[src/rtl/fifo_axis_drain_if.sv]
// Bus bundle for fifo_axis_drain: the FIFO read side and the AXI-Stream master side.
// The master modport is the drain block itself; the slave modport is whatever
// sits on the other side (the FIFO plus the stream sink).
interface fifo_axis_drain_if #(
    parameter int DATA_WIDTH = 8
);
    logic                  fifo_rd;
    logic [DATA_WIDTH-1:0] fifo_q;
    logic                  fifo_mty;
    logic                  m_axis_tvalid;
    logic                  m_axis_tready;
    logic [DATA_WIDTH-1:0] m_axis_tdata;
    logic                  m_axis_tlast;

    modport master (
        output fifo_rd,
        input  fifo_q,
        input  fifo_mty,
        output m_axis_tvalid,
        input  m_axis_tready,
        output m_axis_tdata,
        output m_axis_tlast
    );

    modport slave (
        input  fifo_rd,
        output fifo_q,
        output fifo_mty,
        input  m_axis_tvalid,
        output m_axis_tready,
        input  m_axis_tdata,
        input  m_axis_tlast
    );
endinterface

[src/rtl/fifo_axis_drain.sv]
// fifo_axis_drain: pulls words out of a synchronous FIFO (data one cycle after
// the read strobe), holds them in a 2-entry buffer and re-emits them as an
// AXI-Stream master, cutting the stream into packets of pkt_len beats.
//
// Stream handshake: a beat transfers on a rising edge where tvalid and tready
// are both high. tvalid is raised only when a beat is held in the buffer and
// never drops until that beat transfers; while tvalid=1 and tready=0 the
// tdata and tlast outputs do not change.
module fifo_axis_drain #(
    parameter int DATA_WIDTH = 8,
    parameter int LEN_W      = 8,
    parameter int CNT_W      = 16
) (
    input  logic             clk,
    input  logic             rst_n,
    input  logic             enable,
    input  logic [LEN_W-1:0] pkt_len,
    fifo_axis_drain_if.master bus,
    output logic [CNT_W-1:0] pkt_done_cnt
);

    // Output buffer: two slots, head pointer and occupancy.
    logic [DATA_WIDTH-1:0] buf_q [2];
    logic [DATA_WIDTH-1:0] buf_d [2];
    logic                  hd_q, hd_d;
    logic [1:0]            occ_q, occ_d;
    // Registered copy of the read strobe: a FIFO word lands on fifo_q this cycle.
    logic                  infl_q, infl_d;
    // Packet framing state.
    logic [LEN_W-1:0]      bcnt_q, bcnt_d;
    logic [LEN_W-1:0]      len_q, len_d;
    logic [CNT_W-1:0]      cnt_q, cnt_d;

    logic                  pop;
    logic                  last_beat;
    logic                  rd;
    logic                  tail;
    logic [2:0]            credit_after;
    logic [LEN_W-1:0]      pkt_len_eff;

    // Handshake, framing and read-credit terms shared by the next-state logic.
    // The read strobe counts a same-cycle pop as freed space so that a full
    // pipeline keeps reading every cycle; this gives tready a combinational
    // path to fifo_rd. Reset gates the strobe so the FIFO is never read while
    // rst_n is low.
    always_comb begin
        pop          = (occ_q != 2'd0) && bus.m_axis_tready;
        last_beat    = (occ_q != 2'd0) && (bcnt_q == (len_q - LEN_W'(1)));
        credit_after = {1'b0, occ_q} + {2'b0, infl_q} - {2'b0, pop};
        rd           = rst_n && enable && !bus.fifo_mty && (credit_after <= 3'd1);
        tail         = hd_q ^ occ_q[0];
        pkt_len_eff  = (pkt_len == '0) ? LEN_W'(1) : pkt_len;
    end

    // Next-state: capture the in-flight word at the tail, pop the head on a
    // handshake, and advance the packet framing.
    always_comb begin
        buf_d[0] = buf_q[0];
        buf_d[1] = buf_q[1];
        hd_d     = hd_q;
        occ_d    = occ_q + {1'b0, infl_q} - {1'b0, pop};
        infl_d   = rd;
        bcnt_d   = bcnt_q;
        len_d    = len_q;
        cnt_d    = cnt_q;

        if (infl_q) begin
            buf_d[tail] = bus.fifo_q;
        end

        if (pop) begin
            hd_d = ~hd_q;
            if (last_beat) begin
                // The next head beat starts a new packet; take its length now
                // so tlast is settled before that beat is presented.
                bcnt_d = '0;
                cnt_d  = cnt_q + CNT_W'(1);
                len_d  = pkt_len_eff;
            end else begin
                bcnt_d = bcnt_q + LEN_W'(1);
            end
        end else if ((bcnt_q == '0) && (occ_q == 2'd0)) begin
            // Between packets with nothing presented: track pkt_len so the
            // first beat of the next packet sees the current setting.
            len_d = pkt_len_eff;
        end
    end

    // State registers.
    always_ff @(posedge clk or negedge rst_n) begin
        if (!rst_n) begin
            buf_q[0] <= '0;
            buf_q[1] <= '0;
            hd_q     <= 1'b0;
            occ_q    <= 2'd0;
            infl_q   <= 1'b0;
            bcnt_q   <= '0;
            len_q    <= LEN_W'(1);
            cnt_q    <= '0;
        end else begin
            buf_q[0] <= buf_d[0];
            buf_q[1] <= buf_d[1];
            hd_q     <= hd_d;
            occ_q    <= occ_d;
            infl_q   <= infl_d;
            bcnt_q   <= bcnt_d;
            len_q    <= len_d;
            cnt_q    <= cnt_d;
        end
    end

    // Outputs come straight from buffer storage and framing registers.
    always_comb begin
        bus.fifo_rd       = rd;
        bus.m_axis_tvalid = (occ_q != 2'd0);
        bus.m_axis_tdata  = buf_q[hd_q];
        bus.m_axis_tlast  = last_beat;
        pkt_done_cnt      = cnt_q;
    end

    // Buffered plus in-flight words never exceed the two buffer slots.
    occ_infl_bound: assert property (@(posedge clk) disable iff (!rst_n)
        ({1'b0, occ_q} + {2'b0, infl_q}) <= 3'd2);

endmodule
[src/flat_wrapper.sv]
// flat-port wrapper written by rule: the top's interface ports become plain ports
module fifo_axis_drain_flat 
#(
    parameter int DATA_WIDTH = 8,
    parameter int LEN_W      = 8,
    parameter int CNT_W      = 16
)
  (clk, rst_n, enable, pkt_len, pkt_done_cnt, bus_fifo_rd, bus_fifo_q, bus_fifo_mty, bus_m_axis_tvalid, bus_m_axis_tready, bus_m_axis_tdata, bus_m_axis_tlast);
  fifo_axis_drain_if #(.DATA_WIDTH(DATA_WIDTH)) bus_i ();
  input  logic clk;
  input  logic rst_n;
  input  logic enable;
  input  logic [LEN_W-1:0] pkt_len;
  output logic [CNT_W-1:0] pkt_done_cnt;
  output wire logic [$bits(bus_i.fifo_rd)-1:0] bus_fifo_rd;
  input wire logic [$bits(bus_i.fifo_q)-1:0] bus_fifo_q;
  input wire logic [$bits(bus_i.fifo_mty)-1:0] bus_fifo_mty;
  output wire logic [$bits(bus_i.m_axis_tvalid)-1:0] bus_m_axis_tvalid;
  input wire logic [$bits(bus_i.m_axis_tready)-1:0] bus_m_axis_tready;
  output wire logic [$bits(bus_i.m_axis_tdata)-1:0] bus_m_axis_tdata;
  output wire logic [$bits(bus_i.m_axis_tlast)-1:0] bus_m_axis_tlast;
  assign bus_fifo_rd = bus_i.fifo_rd;
  assign bus_i.fifo_q = bus_fifo_q;
  assign bus_i.fifo_mty = bus_fifo_mty;
  assign bus_m_axis_tvalid = bus_i.m_axis_tvalid;
  assign bus_i.m_axis_tready = bus_m_axis_tready;
  assign bus_m_axis_tdata = bus_i.m_axis_tdata;
  assign bus_m_axis_tlast = bus_i.m_axis_tlast;
  fifo_axis_drain #(.DATA_WIDTH(DATA_WIDTH), .LEN_W(LEN_W), .CNT_W(CNT_W)) u_core (.clk(clk), .rst_n(rst_n), .enable(enable), .pkt_len(pkt_len), .bus(bus_i), .pkt_done_cnt(pkt_done_cnt));
endmodule
[config.mk]
export PLATFORM = sky130hd
export DESIGN_NAME = fifo_axis_drain_flat
export DESIGN_NICKNAME = d
export VERILOG_FILES = /design/src/rtl/fifo_axis_drain_if.sv /design/src/rtl/fifo_axis_drain.sv /design/src/flat_wrapper.sv
export SDC_FILE = /design/constraint.sdc
export NUM_CORES = 1
export LEC_CHECK = 0
export BUFFER_PORTS_ARGS = -buffer_cell sky130_fd_sc_hd__buf_4
export CORE_MARGIN = 8
export CORE_UTILIZATION = 36
export CTS_CLUSTER_SIZE = 28
export DETAILED_ROUTE_END_ITERATION = 10
export GPL_TIMING_DRIVEN = 0
export PLACE_DENSITY_LB_ADDON = 0.12
export SYNTH_ARGS = -nofsm -noshare
export SYNTH_HDL_FRONTEND = slang
export SYNTH_SLANG_ARGS = --single-unit
[constraint.sdc]
create_clock -name clk -period 2.9 [get_ports clk]
set_input_delay 0.29 -clock clk [delete_from_list [all_inputs] [get_ports clk]]
set_output_delay 0.29 -clock clk [all_outputs]
set_load 0.01 [all_outputs]
==> results of run 1 <==
-- registers in the layout (all words and copies together), names as in the netlist --
signal / cells
u_core.bcnt_q: 8
u_core.hd_q: 1
u_core.buf_q: 16
u_core.infl_q: 1
u_core.pkt_done_cnt: 16
u_core.occ_q: 2
u_core.len_q: 8
-- cells in the mapped netlist, types with 2 or more instances --
| cell type | n | area, um2 |
|---|---|---|
| dfrtp_1 | 51 | 1280 |
| mux2_2 | 32 | 360 |
| xor2_1 | 20 | 175 |
| nor3_1 | 14 | 70.1 |
| nand3_1 | 13 | 65.1 |
| inv_1 | 12 | 45.0 |
| nand2_1 | 11 | 41.3 |
| nor2_1 | 9 | 33.8 |
| xnor2_1 | 8 | 70.1 |
| nor4_1 | 7 | 43.8 |
| o21ai_0 | 7 | 35.0 |
| ha_1 | 6 | 75.1 |
| clkbuf_1 | 5 | 18.8 |
| and3_1 | 4 | 25.0 |
| a21oi_1 | 3 | 15.0 |
| nand4_1 | 3 | 18.8 |
| and4_1 | 2 | 17.5 |
| buf_2 | 2 | 10.0 |
| buf_6 | 2 | 22.5 |
| nand2b_1 | 2 | 12.5 |
| nor4b_1 | 2 | 17.5 |
-- per-layer routing --
metal	track usage [%]	routed length, um
met5	0	0
met3	3.24	282
met1	15.6	2790
met2	19.4	2770
met4	4.06	64
-- final timing paths --
kind	depth (start not counted)	start	end	slack (ns)
setup / recovery	8	u_core.occ_q[0]	bus_fifo_rd	0.12
hold / removal	1	rst_n	u_core.pkt_done_cnt[11]	0.007
hold reg to reg	1	u_core.pkt_done_cnt[15]	u_core.pkt_done_cnt[15]	0.48
setup reg to reg	8	u_core.len_q[0]	u_core.len_q[3]	0.12
min in group clk	2	bus_fifo_q[7]	u_core.buf_q[15]	0.22
max in group asynchronous	1	rst_n	u_core.occ_q[1]	2.40
-- cells by family (layout without fill, tap and decap cells) --
kind of cell | after synthesis | count (layout) | synth area share (%)
and+or+nand+nor | 77 | 77 | 16.0
DFF | 52 | 52 | 48.3
muxes | 33 | 33 | 13.7
xor gates and xnor gates | 28 | 28 | 9.09
buffers and inverters | 21 | 85 | 3.57
AOI/OAI and AO/OA | 20 | 20 | 5.80
adders and majority gates | 7 | 7 | 3.53
-- power groups by stage --
stage          Clock (W)  Sequential [W]  Combinational [W]
6_report        0.000433         0.00119            0.00137
5_1_grt         0.000479         0.00123            0.00152
4_1_cts         0.000460         0.00119            0.00136
3_5_place_dp           0         0.00120            0.00126
3_3_place_gp           0         0.00120            0.00125
2_1_floorplan          0         0.00114           0.000919
-- area by class of cell --
cell class | instances | area share, %
multi-input combinational | 165 | 39.7
clock inverter | 1 | 0.220
tap | 99 | 3.64
inverter | 12 | 1.43
buffer | 8 | 1.58
clock buffer | 7 | 2.53
sequential | 52 | 38.3
timing repair buffer | 57 | 12.6
-- per-stage QoR --
step	TNS [ns]	cells	utilization (%)	setup WS (ns)
after floorplan	0	238	-	0.107
after global placement	-0.644	384	43.9	-0.498
after detailed placement	-0.619	384	43.9	-0.486
after CTS	-0.0287	398	46.4	-0.0287
after global routing	-0.0264	401	47.0	-0.0238
final	0	401	47.0	0.116
-- worst reg2reg max path: stages, from the launching register on --
cell and delay (ns):
dfstp_2 0.60, inv_1 0.09, ha_1 0.29, or3_4 0.43, a31oi_4 0.21, o211ai_4 0.13, buf_4 0.16, o21ai_2 0.37
mux2_2 0.39
-- what timing repair did --
action	in CTS	in global routing
endpoints found under the setup margin	3	2
resized for setup	10	3
setup buffers	7	3
pin swaps	4	4
-- cells in the final DEF, fill, tap and decap left out, drive strengths merged, types with 2 or more instances in the layout --
cell type / n
xor2: 20
mux2: 32
nor4b: 2
nand4: 3
nand3: 13
and4: 2
nand2: 11
buf: 61
o21ai: 9
dfrtp: 51
a31oi: 2
nor3: 14
ha: 6
xnor2: 8
nor4: 8
and3: 4
nand2b: 2
clkinvlp: 2
nor2: 9
a21oi: 3
clkbuf: 11
inv: 11
==> impl_metrics.toml, run 1 <==
[routing]
avgViaCountPerCell = 4.89
vias = 1959
ant_nets = 0
drc_errors = 0
wl_um = 5910
wl_per_cell_um = 14.7
dr.pass1.iters = 4
drt-initial-drc-count = 60

[die]
die_h_um = 103
die_w_um = 103
design.core.area_mm2 = 0.00725
initial_utilization_pct = 37.2
die_area_mm2 = 0.0105
rows = 31
ios = 48

[power_and_ir_drop]
p_int_w = 0.00190
powerDensity_mw_per_mm2 = 878
p_sw_w = 0.00109
p_seq_share_pct = 39.8
clkPwrFrac_pct = 14.5
comb_power_share_pct = 45.8
swShare_pct = 36.4
power_w = 0.00299
peakVddDrop_mv = 0.425
leakagePower_nw = 1.59

[timing]
finalSetupViolCount = 0
fmax_mhz = 359
whs_ns = 0.00695
finalClockSkew_ns = 0.00830
tightest_slew_ns = 0.666
final.period_utilization_pct = 96.0
timing.slew.headroom_pct = 55.6
final_hold_viol_count = 0
slew_viol_final = 0
layout_min_cycle_time_ns = 2.78
rsz0062_at_grt = "yes"

[placement]
port_buffers = 47
hpwlAfterDp_um = 4080
dpl_cell_area_mm2 = 0.00318
place_congestion = 0.779

[hold_path]
hp-class = "in2async"

[worst_setup_path]
cp.arrival_ns = 2.49
cpLargestDelayFamily = "adder cells"
cpPeakStageDelay_ns = 0.45
critPathMostFrequentCell = "ha_4"
path_buf_inv = 3
setup.worst_path.start_class = "register"
crit_type = "reg2out"
cp_max_fo = 2
cp_slowest_cell = "fa_2"
cp-end-kind = "output pin"
cp.required_ns = 2.61
crit_path_cell_trace = "o21ai_4 > clkinvlp_4 > ha_4 > inv_2 > ha_4 > fa_2 > nor4_4 > buf_4"

[clocking]
clk_latency_ns = 0.30
cts_tree = "done"
htree_num_levels = 2
clk_pin_slew_ns = 0.09
cts_root_buf = "clkbuf_8"
ctsHoldBuffers = 0
cts_made_buffers = 5
cts.sinks = 52
clockBufferDepth = 2

[layout]
design_area_mm2 = 0.00341
regArea_mm2 = 0.00131
drive_above_1_share_pct = 38.4
areaGrowthSynthToFinish_pct = 26.3
multi_input_area_mm2 = 0.00135
num_antenna_cells = 0
num-fill-cells = 723
nets = 329

[global_routing]
grt_pass1_wl_um = 10100
grt_usage_pct = 12.2
grt_max_degree = 54
grt_remaining_overflow = 0
grt_pass1_vias = 2025
antenna_found_initial = 0

[synth]
yosysUniqueCellTypes = 44
netlist_area_mm2 = 0.00270
synth_async_sr_flop_share_pct = 100
synthFlopType = "dfrtp_1"
synthesis.area_per_instance_um2 = 11.3
syn_inst = 238
yosysWarnings = 0
synth_nets = 266
ys_ff_latch = 52
synth-edff-count = 0
seq_area_frac_synth_pct = 48.3

[flow_run]
max-cap-violations = 0

[status]
status = "completed"
No activity file was read; power rests on OpenSTA's default activity.
==> run 2: changes to the inputs <==
CELL_PAD_IN_SITES_DETAIL_PLACEMENT = 1   (was not set)
CELL_PAD_IN_SITES_GLOBAL_PLACEMENT = 2   (was not set)
GPL_TIMING_DRIVEN = not set   (was 0)
==> impl_metrics.toml, run 2 (synthesized netlist as in run 1, its figures left out) <==
[global_routing]
grt_max_degree = 53
grt_remaining_overflow = 0
antenna_found_initial = 0
grt_pass1_vias = 2203
grt_pass1_wl_um = 11300
grt_usage_pct = 13.6

[clocking]
htree_num_levels = 2
clk_latency_ns = 0.31
cts_tree = "done"
clk_pin_slew_ns = 0.10
cts_made_buffers = 5
cts.sinks = 52
clockBufferDepth = 2
cts_root_buf = "clkbuf_8"
ctsHoldBuffers = 0

[die]
design.core.area_mm2 = 0.00725
die_h_um = 103
initial_utilization_pct = 37.2
die_w_um = 103
die_area_mm2 = 0.0105
rows = 31
ios = 48

[placement]
place_ws_ns = 0.355
hpwlAfterDp_um = 4620
place_congestion = 0.763
dpl_cell_area_mm2 = 0.00317
port_buffers = 47

[timing]
finalClockSkew_ns = 0.0117
slew_viol_final = 0
finalSetupViolCount = 0
fmax_mhz = 359
layout_min_cycle_time_ns = 2.78
fin_ws_ns = 0.117
tightest_slew_ns = 0.673
final.period_utilization_pct = 96.0
final_hold_viol_count = 0
fin_tns_setup_ns = 0
rsz0062_at_grt = "no"
timing.slew.headroom_pct = 55.1

[routing]
ant_nets = 0
dr.pass1.iters = 4
wl_per_cell_um = 16.4
drc_errors = 0
wl_um = 6430
drt-initial-drc-count = 48
vias = 1943
avgViaCountPerCell = 4.97

[power_and_ir_drop]
peakVddDrop_mv = 0.400
leakagePower_nw = 1.57
powerDensity_mw_per_mm2 = 882

[layout]
drive_above_1_share_pct = 35.6
utilization_pct = 45.4
num_antenna_cells = 0
areaGrowthSynthToFinish_pct = 22.0
nets = 319
design_area_mm2 = 0.00329
layout_commonest_cell = "buf_4"
final_cell_mix = "buf_4 (54), dfrtp_1 (51), mux2_2 (32)"

[worst_setup_path]
cp-end-kind = "output pin"
cp.arrival_ns = 2.49
cp.required_ns = 2.61
crit_type = "reg2out"
setup.worst_path.start_class = "register"
crit_path_cell_trace = "o21ai_2 > inv_1 > ha_1 > inv_1 > ha_1 > fa_1 > nor4_2 > buf_4"
cp_slowest_cell = "fa_1"
cp_max_fo = 4
cpPeakStageDelay_ns = 0.48
cpLargestDelayFamily = "adder cells"
path_buf_inv = 3

[status]
status = "completed"

[hold_path]
hp-class = "in2async"

[flow_run]
max-cap-violations = 0
[run 2: worst register-to-register path, cell delays in order, from the launching register on]
cell	delay (ns)
dfstp_2	0.59
inv_1	0.07
ha_1	0.27
or3_4	0.42
a31oi_4	0.20
o211ai_4	0.11
o21ai_2	0.40
mux2_2	0.40
[run 2: layout make-up]
| cell class | instances | area (um2) |
|---|---|---|
| Timing Repair Buffer | 55 | 420 |
| Tap cell | 99 | 124 |
| Fill cell | 827 | 3960 |
| Inverter | 12 | 45.0 |
| Clock buffer | 5 | 68.8 |
| Sequential cell | 52 | 1300 |
| Multi-Input combinational cell | 165 | 1310 |
| Clock inverter | 3 | 22.5 |
[run 2: worst paths after layout]
kind | start | end | slack (ns) | cells after the start
hold reg to reg | u_core.pkt_done_cnt[15] | u_core.pkt_done_cnt[15] | 0.49 | 1
hold / removal | rst_n | u_core.buf_q[13] | 0.13 | 2
setup / recovery | u_core.occ_q[0] | bus_fifo_rd | 0.12 | 8
setup reg to reg | u_core.len_q[0] | u_core.len_q[4] | 0.32 | 7
max in group asynchronous | rst_n | u_core.infl_q | 2.31 | 2
min in group clk | bus_fifo_q[3] | u_core.buf_q[11] | 0.21 | 2
[run 2: through the flow]
stage	power, W	instances	hold slack [ns]
after CTS	0.00293	388	0.127
after detailed placement	0.00248	380	0.460
after global routing	0.00315	391	0.188
after global placement	0.00244	380	0.461
after floorplan	0.00206	238	-0.00559
final	0.00290	391	0.127
[run 2: power breakdown]
group | switching [W] | internal [W] | leakage [nW]
registers | 0.000275 | 0.000974 | 0.645
clock network | 0.000261 | 0.000174 | 0.0485
logic | 0.000546 | 0.000675 | 0.875
[run 2: what timing repair did]
| item | 4_1_cts | 5_1_grt |
|---|---|---|
| setup endpoints to repair | 0 | 2 |
| setup buffers | 0 | 3 |
| resized for setup | 0 | 3 |
[run 2: per-layer routing]
layer / wire length (um) / vias up / GRT usage [%] / share of wire (%)
li1: - / 944 / - / -
met1: 3050 / 958 / 18.7 / 48
met2: 2970 / 36 / 20.5 / 46
met3: 332 / 5 / 3.65 / 5.2
met4: 74 / 0 / 3.72 / 1.2
met5: 0 / - / 0 / 0
